[config.mk]
export PLATFORM = sky130hd
export DESIGN_NAME = reset_sequencer
export DESIGN_NICKNAME = d
export VERILOG_FILES = /design/src/rtl/fir_filter_pkg.sv /design/src/rtl/rst_seq_counter.sv /design/src/rtl/reset_sequencer.sv
export SDC_FILE = /design/constraint.sdc
export NUM_CORES = 1
export LEC_CHECK = 0
export BUFFER_PORTS_ARGS = -buffer_cell sky130_fd_sc_hd__buf_2
export CAP_MARGIN = 20
export CORE_MARGIN = 1.5
export CORE_UTILIZATION = 55
export CTS_BUF_LIST = sky130_fd_sc_hd__clkbuf_4
export DETAILED_ROUTE_END_ITERATION = 8
export MAX_ROUTING_LAYER = met4
export PLACE_DENSITY = 0.75
export SLEW_MARGIN = 20
export SYNTH_ARGS = -nofsm -noshare
export SYNTH_HDL_FRONTEND = slang
export SYNTH_SLANG_ARGS = --single-unit
[constraint.sdc]
create_clock -name clk -period 3.6 [get_ports clk]
set_clock_uncertainty 0.15 [all_clocks]
set_input_delay 0.36 -clock clk [delete_from_list [all_inputs] [get_ports clk]]
set_output_delay 0.36 -clock clk [all_outputs]
set_load 0.005 [all_outputs]
[src/rtl/fir_filter_pkg.sv]
// Shared types and constants for the FIR datapath, including the staged reset sequencer.
package fir_filter_pkg;

  typedef enum logic [1:0] {
    HOLD    = 2'd0,
    STRETCH = 2'd1,
    RELEASE = 2'd2,
    IDLE    = 2'd3
  } rst_seq_state_t;

  localparam logic [1:0] RST_CAUSE_HW = 2'b01;
  localparam logic [1:0] RST_CAUSE_SW = 2'b10;

  localparam int RST_STRETCH_CYCLES = 8;
  localparam int RST_STAGE_GAP      = 4;

  function automatic int max_int(input int a, input int b);
    return (a > b) ? a : b;
  endfunction

endpackage

[src/rtl/rst_seq_counter.sv]
// Loadable saturating down-counter; zero_o flags terminal count, load wins over enable.
module rst_seq_counter #(
  parameter int W = 4
) (
  input  logic         clk,
  input  logic         rst,
  input  logic         load_i,
  input  logic         en_i,
  input  logic [W-1:0] load_val_i,
  output logic         zero_o
);

  logic [W-1:0] cnt_q;
  logic [W-1:0] cnt_d;

  always_comb begin
    cnt_d = cnt_q;
    if (load_i) begin
      cnt_d = load_val_i;
    end else if (en_i && (cnt_q != '0)) begin
      cnt_d = cnt_q - 1'b1;
    end
  end

  always_ff @(posedge clk) begin
    if (rst) begin
      cnt_q <= '0;
    end else begin
      cnt_q <= cnt_d;
    end
  end

  assign zero_o = (cnt_q == '0);

endmodule

[src/rtl/reset_sequencer.sv]
// Staged reset release for FIR sub-blocks with sw req/ack re-sequencing; all outputs registered.
// Optional RESET_SEQ_CAUSE_EN adds rst_cause reporting the last reset source.
module reset_sequencer
  import fir_filter_pkg::*;
#(
  parameter int NUM_STAGES     = 3,
  parameter int STRETCH_CYCLES = RST_STRETCH_CYCLES,
  parameter int STAGE_GAP      = RST_STAGE_GAP
) (
  input  logic                  clk,
  input  logic                  rst,
  input  logic                  sw_rst_req,
  output logic                  sw_rst_ack,
  output logic [NUM_STAGES-1:0] stage_rst,
  output logic                  seq_busy,
  output logic                  all_released
`ifdef RESET_SEQ_CAUSE_EN
  ,
  output logic [1:0]            rst_cause
`endif
);

  localparam int CNT_W = $clog2(max_int(STRETCH_CYCLES, STAGE_GAP) + 1);
  localparam logic [CNT_W-1:0] STRETCH_LOAD = CNT_W'(STRETCH_CYCLES - 1);
  localparam logic [CNT_W-1:0] GAP_LOAD     = CNT_W'(STAGE_GAP - 1);

  rst_seq_state_t        state_q, state_d;
  logic [NUM_STAGES-1:0] stage_rst_q, stage_rst_d;
  logic                  ack_q, ack_d;
  logic                  busy_q, busy_d;
  logic                  all_rel_q, all_rel_d;
  logic                  st_load, st_en, st_zero;
  logic                  gap_load, gap_en, gap_zero;
  logic                  sw_hold;

  rst_seq_counter #(.W(CNT_W)) u_stretch_cnt (
    .clk        (clk),
    .rst        (rst),
    .load_i     (st_load),
    .en_i       (st_en),
    .load_val_i (STRETCH_LOAD),
    .zero_o     (st_zero)
  );

  rst_seq_counter #(.W(CNT_W)) u_gap_cnt (
    .clk        (clk),
    .rst        (rst),
    .load_i     (gap_load),
    .en_i       (gap_en),
    .load_val_i (GAP_LOAD),
    .zero_o     (gap_zero)
  );

  // Releases walk upward by shifting zeros in from bit 0; the sequence ends when the vector empties.
  always_comb begin
    state_d     = state_q;
    stage_rst_d = stage_rst_q;
    ack_d       = ack_q;
    st_load     = 1'b0;
    st_en       = 1'b0;
    gap_load    = 1'b0;
    gap_en      = 1'b0;
    sw_hold     = 1'b0;
    case (state_q)
      HOLD: begin
        stage_rst_d = '1;
        if (sw_rst_req) begin
          ack_d = 1'b1;
        end else begin
          ack_d   = 1'b0;
          state_d = STRETCH;
          st_load = 1'b1;
        end
      end
      STRETCH: begin
        if (sw_rst_req) begin
          sw_hold = 1'b1;
        end else begin
          st_en = 1'b1;
          if (st_zero) begin
            stage_rst_d = stage_rst_q << 1;
            if (stage_rst_d == '0) begin
              state_d = IDLE;
            end else begin
              state_d  = RELEASE;
              gap_load = 1'b1;
            end
          end
        end
      end
      RELEASE: begin
        if (sw_rst_req) begin
          sw_hold = 1'b1;
        end else begin
          gap_en = 1'b1;
          if (gap_zero) begin
            stage_rst_d = stage_rst_q << 1;
            if (stage_rst_d == '0) begin
              state_d = IDLE;
            end else begin
              gap_load = 1'b1;
            end
          end
        end
      end
      IDLE: begin
        stage_rst_d = '0;
        if (sw_rst_req) begin
          sw_hold = 1'b1;
        end
      end
      default: begin
        state_d     = HOLD;
        stage_rst_d = '1;
      end
    endcase
    if (sw_hold) begin
      state_d     = HOLD;
      stage_rst_d = '1;
      ack_d       = 1'b1;
    end
    busy_d    = |stage_rst_d;
    all_rel_d = ~(|stage_rst_d);
  end

  always_ff @(posedge clk) begin
    if (rst) begin
      state_q     <= HOLD;
      stage_rst_q <= '1;
      ack_q       <= 1'b0;
      busy_q      <= 1'b1;
      all_rel_q   <= 1'b0;
    end else begin
      state_q     <= state_d;
      stage_rst_q <= stage_rst_d;
      ack_q       <= ack_d;
      busy_q      <= busy_d;
      all_rel_q   <= all_rel_d;
    end
  end

  assign sw_rst_ack   = ack_q;
  assign stage_rst    = stage_rst_q;
  assign seq_busy     = busy_q;
  assign all_released = all_rel_q;

`ifdef RESET_SEQ_CAUSE_EN
  logic [1:0] cause_q;

  always_ff @(posedge clk) begin
    if (rst) begin
      cause_q <= RST_CAUSE_HW;
    end else if (sw_hold) begin
      cause_q <= RST_CAUSE_SW;
    end
  end

  assign rst_cause = cause_q;
`endif

endmodule

# == Word level (Yosys, flattened, before mapping) ==
# Cells that the tools add are included.
# word_totals
regBits,16
in_bits,3
# op_classes
addsub,2
eq_ne,9
muxes,32
n_bitwise,1
n_reduce_logical,18
# op_table
cell,count
$mux 3,7
$mux 2,8
$mux 1,14
$ne 2x2->1 const B,6
$pmux 3 s4,1
$logic_not 4->1,2
$reduce_bool 4->1,2
$sub 4x1->4 const B,2
$reduce_and 7->1,1
$pmux 2 s3,1
$reduce_bool 2->1,3
$reduce_or 2->1,3
$reduce_or 3->1,2
$eq 2x2->1 const B,2
$logic_not 3->1,1
$reduce_bool 3->1,1
$eq 2x1->1 const B,1
$logic_and 1x1->1,2
$logic_not 2->1,1
$pmux 1 s2,1
$not 1->1,1

# == Depth between registers and ports, before layout ==
# depth
depth_word,7
ltp_mapped,6
ltp_nobuf,6

# == Cells and area by module ==
# A second synthesis with hierarchy kept.
# unflattened
hier_cells,114
area_unflattened_um2,1074.8
# modules_own_cells
module,instances,cells_per_inst,area_each_um2,seq_area_each_um2
reset_sequencer,1,56,549.3,160.2
rst_seq_counter,2,29,262.8,80.1

# == Worst setup path after synthesis ==
# Ideal clock, no wire load.
# synth_path
path_kind,register to register
startpoint,reg u_stretch_cnt.cnt_q[0]
endpoint,reg state_q[0]
setup_ns,0.116
arrival_time_ns,1.267
required_ns,3.334
path_slack_ns,2.067
path_stages_with_launch,7
path_buffers,0
path_cell_list,dfxtp_1 inv_1 ha_1 nor4b_2 o211a_1 a21oi_1 and3b_1
# synth_between
elab_chain_len,3
# synth_lines
item,line_no,text
start: declaration,rst_seq_counter.sv:13,logic [W-1:0] cnt_q;
start signal: assignment,rst_seq_counter.sv:29,cnt_q <= cnt_d;
$logic_not 4->1,rst_seq_counter.sv:33,assign zero_o = (cnt_q == '0);
$ne 2x2->1 (no line),--,
$reduce_and 7->1 (no line),--,
end signal: assignment,reset_sequencer.sv:134,state_q <= state_d;
end: declaration,reset_sequencer.sv:27,"rst_seq_state_t state_q, state_d;"
# No other way between the ends.
# A chain may end at the register's enable or synchronous reset.

# == Worst setup path after layout ==
# Ends and elaborated chain as after synthesis.

==> summary.md <==
| Metric | Value |
|---|---|
| Status | `completed` |
| Critical setup path kind | `reg -> reg` |
| CTS tree | `built` |
| Required @ worst endpoint | `3.64 ns` |
| Clk_lat worst skew | `roughly 0.29 ns` |
| Worst-Margin Slew | `0.477 ns` |
| Leak | `0.000374 µW` |
| Total grt overflow | `0` |
| Synth area leader | `dfxtp_1` |
| Area added between synthesis and finish | `7.64%` |
| DR vias | `722` |
| # diodes | `0` |
| Hold Crit Start | `rst` |
| Final Routed Wirelength | `1570 µm` |
| Area share of the largest cell type after synthesis | `36.2%` |
| Max rail drop VDD | `about 0.27 mV` |
| Mapped cell area | `885 µm²` |
| Hold Vio Cnt, Final | `0` |
| Drt first pass iters | `4` |
| DRC | `0` |
| Switch share | `between 30% and 40%` |
| Class of the worst hold path | `in -> reg` |
| Max-cap violations | `0` |
| First-pass GRT wire length | `2750 µm` |
| Die Height | `43.1 µm` |
| Min Clock Period, post-route | `1.65 ns` |
| GRT Util Overall | `about a fifth` |
| Mean post-synth cell area | `8.85 µm²` |
| Die area | `between 0.0015 and 0.002 mm²` |
| Final instance area | `952 µm²` |
| Antenna violations before repair | `0` |
| Clock Power Share | `16.0%` |
| Cts hold-fix bufs | `0` |
| Worst reg2reg startpoint | `u_stretch_cnt.cnt_q[0]` |
| Most frequent cells in the layout | `dfxtp_1 (16), inv_1 (11), nand3_1 (9)` |
| Hold depth | `2` |
| Worst hold endpoint | `u_gap_cnt.cnt_q[0]` |
| Reg2Reg Depth | `6` |
| DP Area | `926 µm²` |
| Post-CTS setup buffer count | `0` |
| Synth Register Bits | `16` |
| DRT antenna net count | `0` |
| Cts repair resizes | `0` |
| CTS root buffer | `clkbuf_4` |
| Final period util | `around 46%` |
| Power per cell area | `637 mW/mm²` |
| Post-DR wirelength/cell | `12.5 µm` |
| Critical Path Fanout Max | `4` |
| Reg clk slew, reported paths | `0.09 ns` |
| Horiz. Die Dim | `43.1 µm` |
| Placed insts | `between 100 and 150` |
| Vias per std cell | `5.73` |
| Synth Instances | `100` |
| WHS | `0.200 ns` |
| Arrival time worst endpoint | `between 1.5 and 2 ns` |
| Slew Viols, Final | `0` |
| Largest net degree at the start of global routing | `12` |
| IO Pins | `9` |
| Layout cells sized above 1 | `17.3%` |
| Max frequency | `~600 MHz` |
| Unrepaired setup endpoints after global routing | `no` |
| Port Buffer Count | `8` |
| Crit start category | `flop` |
| Most common cell after layout, fill and taps aside | `dfxtp_1` |
| Flop pwr share | `39.8%` |
| Final Util | `a little over three fifths` |
| Num rows | `14` |
| Initial drt markers | `10` |
| Finished Layout Cells | `126` |
| Clock buffer depth | `2` |
| H-tree depth | `1` |
| Ys Warns | `0` |
| Setup violations, final | `0` |
| Core area | `0.00151 mm²` |
| Synth top area cells | `dfxtp_1 (36%), ha_1 (8.5%), nand3_1 (5.1%), inv_1 (4.7%), a21oi_1 (4.5%)` |
| Fin nets | `120` |
| Setup TNS | `0 ns` |
| Detailed Place HPWL | `1210 µm` |
| Post-synth cell types | `34` |
| Synth Net Count | `109` |
| RR Endpoint | `state_q[0]` |
| Comb power frac | `44.1%` |
| R2R Setup Slk | `1.95 ns` |
| Initial Util | `58.7%` |
| Placer Congestion | `0.821` |
| Endpoint class of the critical path | `flop` |
| Clk sinks | `16` |
| Internal | `376 µW` |
| Vias in the first global route | `655` |
| Sw Pwr | `around 230 µW` |
| Layout fillers | `140` |
| Sequential area share after synthesis | `between 30% and 40%` |
| TritonCTS buffer count | `3` |
| Relative slew slack | `67.9%` |
critical path, stage by stage (launching register included):
cell     delay, ns
dfxtp_1       0.38
inv_1         0.06
ha_1          0.23
nor4b_2       0.17
o211a_1       0.24
a21oi_1       0.14
and3b_1       0.18
Yosys cell counts, drive strengths merged:
master and n:
nand2 8, o2111ai 1, a21o 1, nand4bb 2, xnor2 2, mux2i 1
nand3 9, ha 6, or3b 2, dfxtp 16, a31o 1, nor4b 2
nor3 4, and3b 1, nor3b 2, a21oi 9, a22oi 1, xor2 4
and3 1, o211a 1, nor2b 2, nor2 4, inv 11, o21ai 4
nand2b 1, clkbuf 2, and2 1, o22ai 1
per-layer routing:
layer  track usage [%]  routed length, µm  up-vias
li1                  -                  -      369
met1              27.5                780      345
met2              28.7                732        5
met3              3.83                 26        3
met4              9.09                 31        0
met5                 -                  0        -
registers in the layout (all words and copies together), names as in the netlist:
signal	count
seq_busy	1
u_gap_cnt.cnt_q	4
state_q	2
all_released	1
stage_rst	3
u_stretch_cnt.cnt_q	4
sw_rst_ack	1
per-stage QoR:
stage / worst slack, ns / power (µW)
3_3_place_gp: 1.99 / 506
2_1_floorplan: 2.07 / 456
5_1_grt: 1.85 / 658
4_1_cts: 1.94 / 611
3_5_place_dp: 1.96 / 511
6_report: 1.95 / 606
cell type report:
class / count / area (µm²) / area share, %
clock buffer: 3 / 22.5 / 2.37
multi-input combinational: 71 / 504 / 53.0
clock inverter: 1 / 3.75 / 0.394
sequential: 16 / 320 / 33.6
timing repair buffer: 8 / 40.0 / 4.20
tap: 16 / 20.0 / 2.10
inverter: 11 / 41.3 / 4.34
cells by family after synthesis:
family	share of synthesized area, %
AO/OA/AOI/OAI	13.4
XOR/XNOR	5.94
adder cells (fa/ha/maj)	8.49
buffers and inverters	6.79
flip-flops	36.2
multiplexers	1.13
AND/OR/NAND/NOR	28.0
power by group through the flow:
stage	registers (µW)	clock network (µW)	logic, µW
CTS	241	102	267
floorplan	240	0	216
detailed placement	245	0	266
global route	246	107	305
global placement	244	0	263
finish	242	97.2	268
worst max-delay path by stage:
stage,start,end,slack [ns],cells past startpoint
4_1_cts,u_stretch_cnt.cnt_q[0],state_q[0],1.94,6
5_1_grt,u_stretch_cnt.cnt_q[0],u_stretch_cnt.cnt_q[0],1.85,6
2_1_floorplan,u_stretch_cnt.cnt_q[0],state_q[0],2.07,6
6_report,u_stretch_cnt.cnt_q[0],state_q[0],1.95,6
3_3_place_gp,sw_rst_req,state_q[0],1.99,5
3_5_place_dp,u_stretch_cnt.cnt_q[0],state_q[0],1.96,6
No activity file was read; power rests on OpenSTA's default activity.
